## src/rtl/ucode_sequencer_if.sv

```systemverilog
// Bundle of sequencer control/program/status signals between the datapath side
// (master) and the microcode sequencer (slave).
interface ucode_sequencer_if #(
  parameter int CW  = 15,
  parameter int AW  = 4,
  parameter int FSW = 1
);
  localparam int NF = 2 ** FSW;
  localparam int MW = CW + 3 + FSW + AW;

  // start is a single-cycle request taken only while idle (no ready: it is
  // dropped if the sequencer is busy or finishing); done is a one-cycle pulse
  // the cycle after the HALT word executes. busy is high exactly in RUN.
  logic          start;
  logic [AW-1:0] entry_addr;
  logic [NF-1:0] flags;
  logic          prog_we;
  logic [AW-1:0] prog_addr;
  logic [MW-1:0] prog_data;
  logic [CW-1:0] o_signal;
  logic          busy;
  logic          done;
  logic [AW-1:0] pc;
  logic [1:0]    fsm_state;

  modport master (
    output start, entry_addr, flags, prog_we, prog_addr, prog_data,
    input  o_signal, busy, done, pc, fsm_state
  );

  modport slave (
    input  start, entry_addr, flags, prog_we, prog_addr, prog_data,
    output o_signal, busy, done, pc, fsm_state
  );
endinterface

```

## src/rtl/ucode_sequencer.sv

```systemverilog
// Microprogrammed control unit: steps a loadable microcode RAM, one control word
// per cycle, with flag branches, a hardware loop counter and start/done.
module ucode_sequencer #(
  parameter int CW   = 15,
  parameter int AW   = 4,
  parameter int FSW  = 1,
  parameter int CNTW = 4
) (
  input  logic             clk,
  input  logic             rst,
  ucode_sequencer_if.slave bus
);
  localparam int MW    = CW + 3 + FSW + AW;
  localparam int DEPTH = 2 ** AW;

  localparam logic [2:0] OP_NEXT = 3'd0;
  localparam logic [2:0] OP_JMP  = 3'd1;
  localparam logic [2:0] OP_BRT  = 3'd2;
  localparam logic [2:0] OP_BRF  = 3'd3;
  localparam logic [2:0] OP_LDC  = 3'd4;
  localparam logic [2:0] OP_DJNZ = 3'd5;
  localparam logic [2:0] OP_HALT = 3'd6;
  localparam logic [2:0] OP_WAIT = 3'd7;

  typedef enum logic [1:0] {IDLE = 2'd0, RUN = 2'd1, DONE = 2'd2} state_t;

  state_t          state, state_nxt;
  logic [AW-1:0]   pc_q, pc_nxt, pc_inc;
  logic [CNTW-1:0] cnt_q, cnt_nxt;
  logic [MW-1:0]   mem [DEPTH];
  logic [MW-1:0]   word;
  logic [CW-1:0]   ctrl;
  logic [2:0]      op;
  logic [FSW-1:0]  fsel;
  logic [AW-1:0]   target;
  logic            flag;

  assign word   = mem[pc_q];
  assign ctrl   = word[MW-1 -: CW];
  assign op     = word[AW+FSW +: 3];
  assign fsel   = word[AW +: FSW];
  assign target = word[AW-1:0];
  assign flag   = bus.flags[fsel];
  assign pc_inc = pc_q + 1'b1;

  // RAM has no reset so a program survives rst; writes are locked out once running.
  always_ff @(posedge clk) begin
    if (bus.prog_we && state == IDLE) mem[bus.prog_addr] <= bus.prog_data;
  end

  always_ff @(posedge clk or posedge rst) begin
    if (rst) state <= IDLE;
    else     state <= state_nxt;
  end

  always_comb begin
    state_nxt = state;
    case (state)
      IDLE:    if (bus.start) state_nxt = RUN;
      RUN:     if (op == OP_HALT) state_nxt = DONE;
      default: state_nxt = IDLE;
    endcase
  end

  always_comb begin
    pc_nxt  = pc_q;
    cnt_nxt = cnt_q;
    case (state)
      IDLE: if (bus.start) pc_nxt = bus.entry_addr;
      RUN: begin
        case (op)
          OP_NEXT: pc_nxt = pc_inc;
          OP_JMP:  pc_nxt = target;
          OP_BRT:  pc_nxt = flag ? target : pc_inc;
          OP_BRF:  pc_nxt = flag ? pc_inc : target;
          OP_LDC: begin
            cnt_nxt = CNTW'(target);
            pc_nxt  = pc_inc;
          end
          OP_DJNZ: begin
            if (cnt_q != '0) begin
              cnt_nxt = cnt_q - 1'b1;
              pc_nxt  = target;
            end else begin
              pc_nxt = pc_inc;
            end
          end
          OP_HALT: pc_nxt = pc_q;
          default: if (flag) pc_nxt = pc_inc;
        endcase
      end
      default: ;
    endcase
  end

  always_ff @(posedge clk or posedge rst) begin
    if (rst) begin
      pc_q  <= '0;
      cnt_q <= '0;
    end else begin
      pc_q  <= pc_nxt;
      cnt_q <= cnt_nxt;
    end
  end

  always_comb begin
    bus.o_signal  = (state == RUN) ? ctrl : '0;
    bus.busy      = (state == RUN);
    bus.done      = (state == DONE);
    bus.pc        = pc_q;
    bus.fsm_state = state;
  end
endmodule

```

## src/flat_wrapper.sv

```systemverilog
// flat-port wrapper written by rule: the top's interface ports become plain ports
module ucode_sequencer_flat 
#(
  parameter int CW   = 15,
  parameter int AW   = 4,
  parameter int FSW  = 1,
  parameter int CNTW = 4
)
  (clk, rst, bus_start, bus_entry_addr, bus_flags, bus_prog_we, bus_prog_addr, bus_prog_data, bus_o_signal, bus_busy, bus_done, bus_pc, bus_fsm_state);
  ucode_sequencer_if #(.CW(CW), .AW(AW), .FSW(FSW)) bus_i ();
  input  logic clk;
  input  logic rst;
  input wire logic [$bits(bus_i.start)-1:0] bus_start;
  input wire logic [$bits(bus_i.entry_addr)-1:0] bus_entry_addr;
  input wire logic [$bits(bus_i.flags)-1:0] bus_flags;
  input wire logic [$bits(bus_i.prog_we)-1:0] bus_prog_we;
  input wire logic [$bits(bus_i.prog_addr)-1:0] bus_prog_addr;
  input wire logic [$bits(bus_i.prog_data)-1:0] bus_prog_data;
  output wire logic [$bits(bus_i.o_signal)-1:0] bus_o_signal;
  output wire logic [$bits(bus_i.busy)-1:0] bus_busy;
  output wire logic [$bits(bus_i.done)-1:0] bus_done;
  output wire logic [$bits(bus_i.pc)-1:0] bus_pc;
  output wire logic [$bits(bus_i.fsm_state)-1:0] bus_fsm_state;
  assign bus_i.start = bus_start;
  assign bus_i.entry_addr = bus_entry_addr;
  assign bus_i.flags = bus_flags;
  assign bus_i.prog_we = bus_prog_we;
  assign bus_i.prog_addr = bus_prog_addr;
  assign bus_i.prog_data = bus_prog_data;
  assign bus_o_signal = bus_i.o_signal;
  assign bus_busy = bus_i.busy;
  assign bus_done = bus_i.done;
  assign bus_pc = bus_i.pc;
  assign bus_fsm_state = bus_i.fsm_state;
  ucode_sequencer #(.CW(CW), .AW(AW), .FSW(FSW), .CNTW(CNTW)) u_core (.clk(clk), .rst(rst), .bus(bus_i));
endmodule
```

## config.mk

```make
export PLATFORM = sky130hd
export DESIGN_NAME = ucode_sequencer_flat
export DESIGN_NICKNAME = d
export VERILOG_FILES = /design/src/rtl/ucode_sequencer_if.sv /design/src/rtl/ucode_sequencer.sv /design/src/flat_wrapper.sv
export SDC_FILE = /design/constraint.sdc
export NUM_CORES = 1
export LEC_CHECK = 0
export ABC_AREA = 0
export CAP_MARGIN = 15
export CORE_MARGIN = 1.5
export CORE_UTILIZATION = 55
export DETAILED_ROUTE_END_ITERATION = 10
export GPL_ROUTABILITY_DRIVEN = 0
export MAX_ROUTING_LAYER = met4
export PLACE_DENSITY = 0.71
export SETUP_SLACK_MARGIN = 0.02
export SYNTH_ARGS = -nofsm -noshare
export SYNTH_HDL_FRONTEND = slang
export SYNTH_SLANG_ARGS = --single-unit
```

## constraint.sdc

```tcl
create_clock -name clk -period 3.8 [get_ports clk]
set_input_delay 0.57 -clock clk [delete_from_list [all_inputs] [get_ports clk]]
set_output_delay 0.57 -clock clk [all_outputs]
set_load 0.01 [all_outputs]
```

==> impl_results.md <==
- Fillers: 1,762
- Clock share of power: 27.0%
- Starting Density: 55.8%
- Cts hold-fix bufs: 0
- Worst Skew: 0.0141 ns
- Logic pwr share: 33.6%
- Yosys top cell by area: edfxtp_1
- CTS Root Cell: clkbuf_16
- Initial drt markers: 926
- Xor/xnor share of the synthesized area: 0.175%
- Core area: 0.0269 sq mm
- Tmin final: 3.69 ns
- Syn Area/Cell: 22.1 sq um
- Top FF cell, synth: edfxtp_1
- IO Pins: 60
- #FFs+latches synth: 378
- Compound-gate portion of the synthesized area: 1.76%
- Routed len/inst: 27.5 um
- Share of the synthesized area in the top cell type: 73.7%
- Reg2Reg Depth: 8
- Outcome: finished clean
- Max-slew violation count: 0
- Slew HR: 41.9%
- VDD IR max: 0.000427 V
- Remaining DRCs: 0
- Final period util: 97.1%
- Crit Path Max Fanout: 21
- H-tree depth: 2
- RSZ-0062 raised after global routing: false
- Multi-input logic area: 0.00355 sq mm
- Reg2Reg Capture Point: u_core.bus.pc[2]$_DFFE_PP0P_
- Placed Area: 0.0163 sq mm
- Max frequency: 271 MHz
- Antenna Cells: 0
- Die height: 168 um
- Final net count: 822
- Clk_lat worst skew: 0.52 ns
- Post-synthesis cell count: 679
- Sequential share of power: 39.4%
- DP HPWL: 17.3 mm
- Critical path capture point type: output pin
- Worst hold margin: 0.357 ns
- Vias per cell: 6.43
- Fin util: 64.7%
- Synth unique cells: 50
- Post-Synth Adder-Cell Area: 0.167%
- Largest net degree at the start of global routing: 47
- Die ar.: 0.0282 sq mm
- CTS sink cnt: 378
- Vias in the first global route: 7,744
- Post-route ant nets: 0
- Place WS: 0.499 ns
- First-pass detailed-route iteration total: 6
- CP startpoint kind: flip-flop
- # rows: 60
- First-pass GRT wire length: 47.5 mm
- Final WL: 31.7 mm
- Largest cells by area after synthesis: edfxtp_1 74%, mux4_2 17%, dfrtp_1 1.7%, mux2i_1 1.1%, nor2_1 0.73%
- Max-cap violations: 0
- CTS buffer count: 38
- # port buffers: 59
- Setup CP Type: reg2out
- CP Data Arrival Time: 3.12 ns
- Flop2flop setup slack: 0.65 ns
- Switching Power: 3.62 mW
- Largest family of logic cells by synthesized area: multiplexers
- Power after layout: 12.5 mW
- Clk buf depth: 3
- Antenna violations before repair: 0
- Register Area: 0.0113 sq mm
- Routed vias: 7,404
- Cell Int Power: 8.83 mW
- Cell area after synthesis: 0.0150 sq mm
- Placed Cells incl. Taps: 1,083
- Reg-to-Reg Start: u_core.bus.pc[0]$_DFFE_PP0P_
- Hold Fails Final Rpt: 0
- Post-Layout Cell Count: 1,151
- Horiz. Die Dim: 168 um
- Hold WC Path Type: in2async
- Net Sw Frac: 29.1%
- Pwr dens: 716 mW/mm^2
- Post-Syn Nets: 718
- Total gr overflow: 0
- Reg clk slew, reported paths: 0.06 ns
- Simple-Gate Fraction of Synth Area: 2.97%
- Final Cell Area: 0.0174 sq mm
- Proportion of layout cells with a drive suffix above 1: 27.7%
- CTS tree: yes
- YS warnings: 0
- Sequential element share of the synthesized area: 75.4%
- Post-synth EDFFs: 368
- Area growth from synthesis to layout: 16.1%
- All-layer global routing usage: 24.0%
- WP data required: 3.23 ns
- Worst-Margin Slew: 0.870 ns
- Fin Setup TNS: 0 ns
- Mux cell area share after synthesis: 18.3%
- Worst setup margin: 0.111 ns
- Async set-reset flop share out of synthesis: 2.65%
- Setup violators final: 0
- Pleak: 5.55 nW
flip-flops by register name, indices dropped and copies added (netlist names):
| register | count |
|---|---|
| u_core.mem | 368 |
| u_core.bus.pc | 4 |
| u_core.cnt_q | 4 |
| u_core.bus.fsm_state | 2 |
critical path: stages, from the launching register on:
cell	delay, ns
dfrtp_4	0.63
buf_12	0.25
mux4_2	0.53
mux4_2	0.46
and2_1	0.21
clkdlybuf4s50_1	0.50
timing repair:
action / in CTS / in global routing
endpoints found under the setup margin: 12 / 0
resized for setup: 0 / 0
setup buffers: 1 / 0
endpoints found under the hold margin: 0 / 0
worst max-delay path by stage:
stage	depth (start not counted)	start	endpoint	slack, ns
2_1_floorplan	9	u_core.bus.pc[0]$_DFFE_PP0P_	bus_o_signal[0]	0.38
3_3_place_gp	5	u_core.bus.pc[0]$_DFFE_PP0P_	bus_o_signal[13]	0.52
3_5_place_dp	8	u_core.bus.pc[0]$_DFFE_PP0P_	u_core.bus.pc[3]$_DFFE_PP0P_	0.50
4_1_cts	5	u_core.bus.pc[0]$_DFFE_PP0P_	bus_o_signal[13]	0.08
5_1_grt	5	u_core.bus.pc[0]$_DFFE_PP0P_	bus_o_signal[13]	0.03
6_report	5	u_core.bus.pc[0]$_DFFE_PP0P_	bus_o_signal[13]	0.11
cells in the final DEF, fill, tap and decap left out, types with 2 or more instances in the layout:
cell             instances
a211o_1                  3
a21oi_1                  9
and2_1                  15
buf_12                   8
buf_4                   27
clkbuf_1                10
clkbuf_16               38
clkdlybuf4s50_1         59
clkinv_1                11
clkinv_2                 3
dfrtp_1                  6
dfrtp_2                  2
dfrtp_4                  2
edfxtp_1               368
ha_1                     2
inv_1                    6
inv_6                    2
mux2_2                   2
mux2_4                   3
mux2i_1                 16
mux4_2                 110
nand2_1                 13
nand2b_1                 3
nand3_1                  6
nand4b_1                 3
nor2_1                  17
nor2_2                  12
nor3_1                   4
nor3_2                   4
nor3b_1                  2
o211ai_1                 2
o21ai_0                  9
o31a_1                   2
or3_1                    3
xor2_1                   2
synth_stat cells (2+ instances only):
| cell | count |
|---|---|
| a211o_1 | 3 |
| nand2_1 | 13 |
| buf_6 | 3 |
| mux2_2 | 2 |
| or3_1 | 3 |
| xor2_1 | 2 |
| clkbuf_1 | 15 |
| o31a_1 | 2 |
| o211ai_1 | 2 |
| buf_2 | 11 |
| edfxtp_1 | 368 |
| nand3_1 | 6 |
| nor3b_1 | 2 |
| mux4_2 | 110 |
| mux2_4 | 3 |
| inv_1 | 6 |
| nor3_1 | 8 |
| ha_1 | 2 |
| and2_1 | 15 |
| nand2b_1 | 3 |
| nor2_1 | 29 |
| dfrtp_1 | 10 |
| nand4b_1 | 3 |
| mux2i_1 | 16 |
| o21ai_0 | 9 |
| a21oi_1 | 9 |
power by group through the flow:
stage,clock network [mW],logic [mW],registers [mW]
3_3_place_gp,0,4.05,5.00
4_1_cts,3.42,4.20,4.91
5_1_grt,3.57,4.47,4.93
3_5_place_dp,0,4.11,5.02
2_1_floorplan,0,3.00,4.84
6_report,3.37,4.18,4.91
cells by family (layout without fill, tap and decap cells):
logic type,after synthesis,in the layout
and+or+nand+nor,88,88
muxes,133,133
DFF,378,378
AOI/OAI and AO/OA,37,37
adders and majority gates,2,2
xor gates and xnor gates,3,3
buffers and inverters,38,169
metal layers:
metal / part of all wire, % / track usage, % / up-vias
li1: - / - / 3076
met1: 41 / 33.1 / 3915
met2: 50 / 38.0 / 344
met3: 7.2 / 3.97 / 69
met4: 2.5 / 6.68 / 0
met5: 0 / - / -
final cells by class:
| cell class | instances | area share [%] |
|---|---|---|
| Tap cell | 341 | 2.45 |
| Sequential cell | 378 | 65.0 |
| Clock buffer | 48 | 5.68 |
| Multi-Input combinational cell | 263 | 20.4 |
| Clock inverter | 19 | 0.741 |
| Inverter | 7 | 0.151 |
| Timing Repair Buffer | 95 | 5.54 |
No activity file was read; power rests on OpenSTA's default activity.
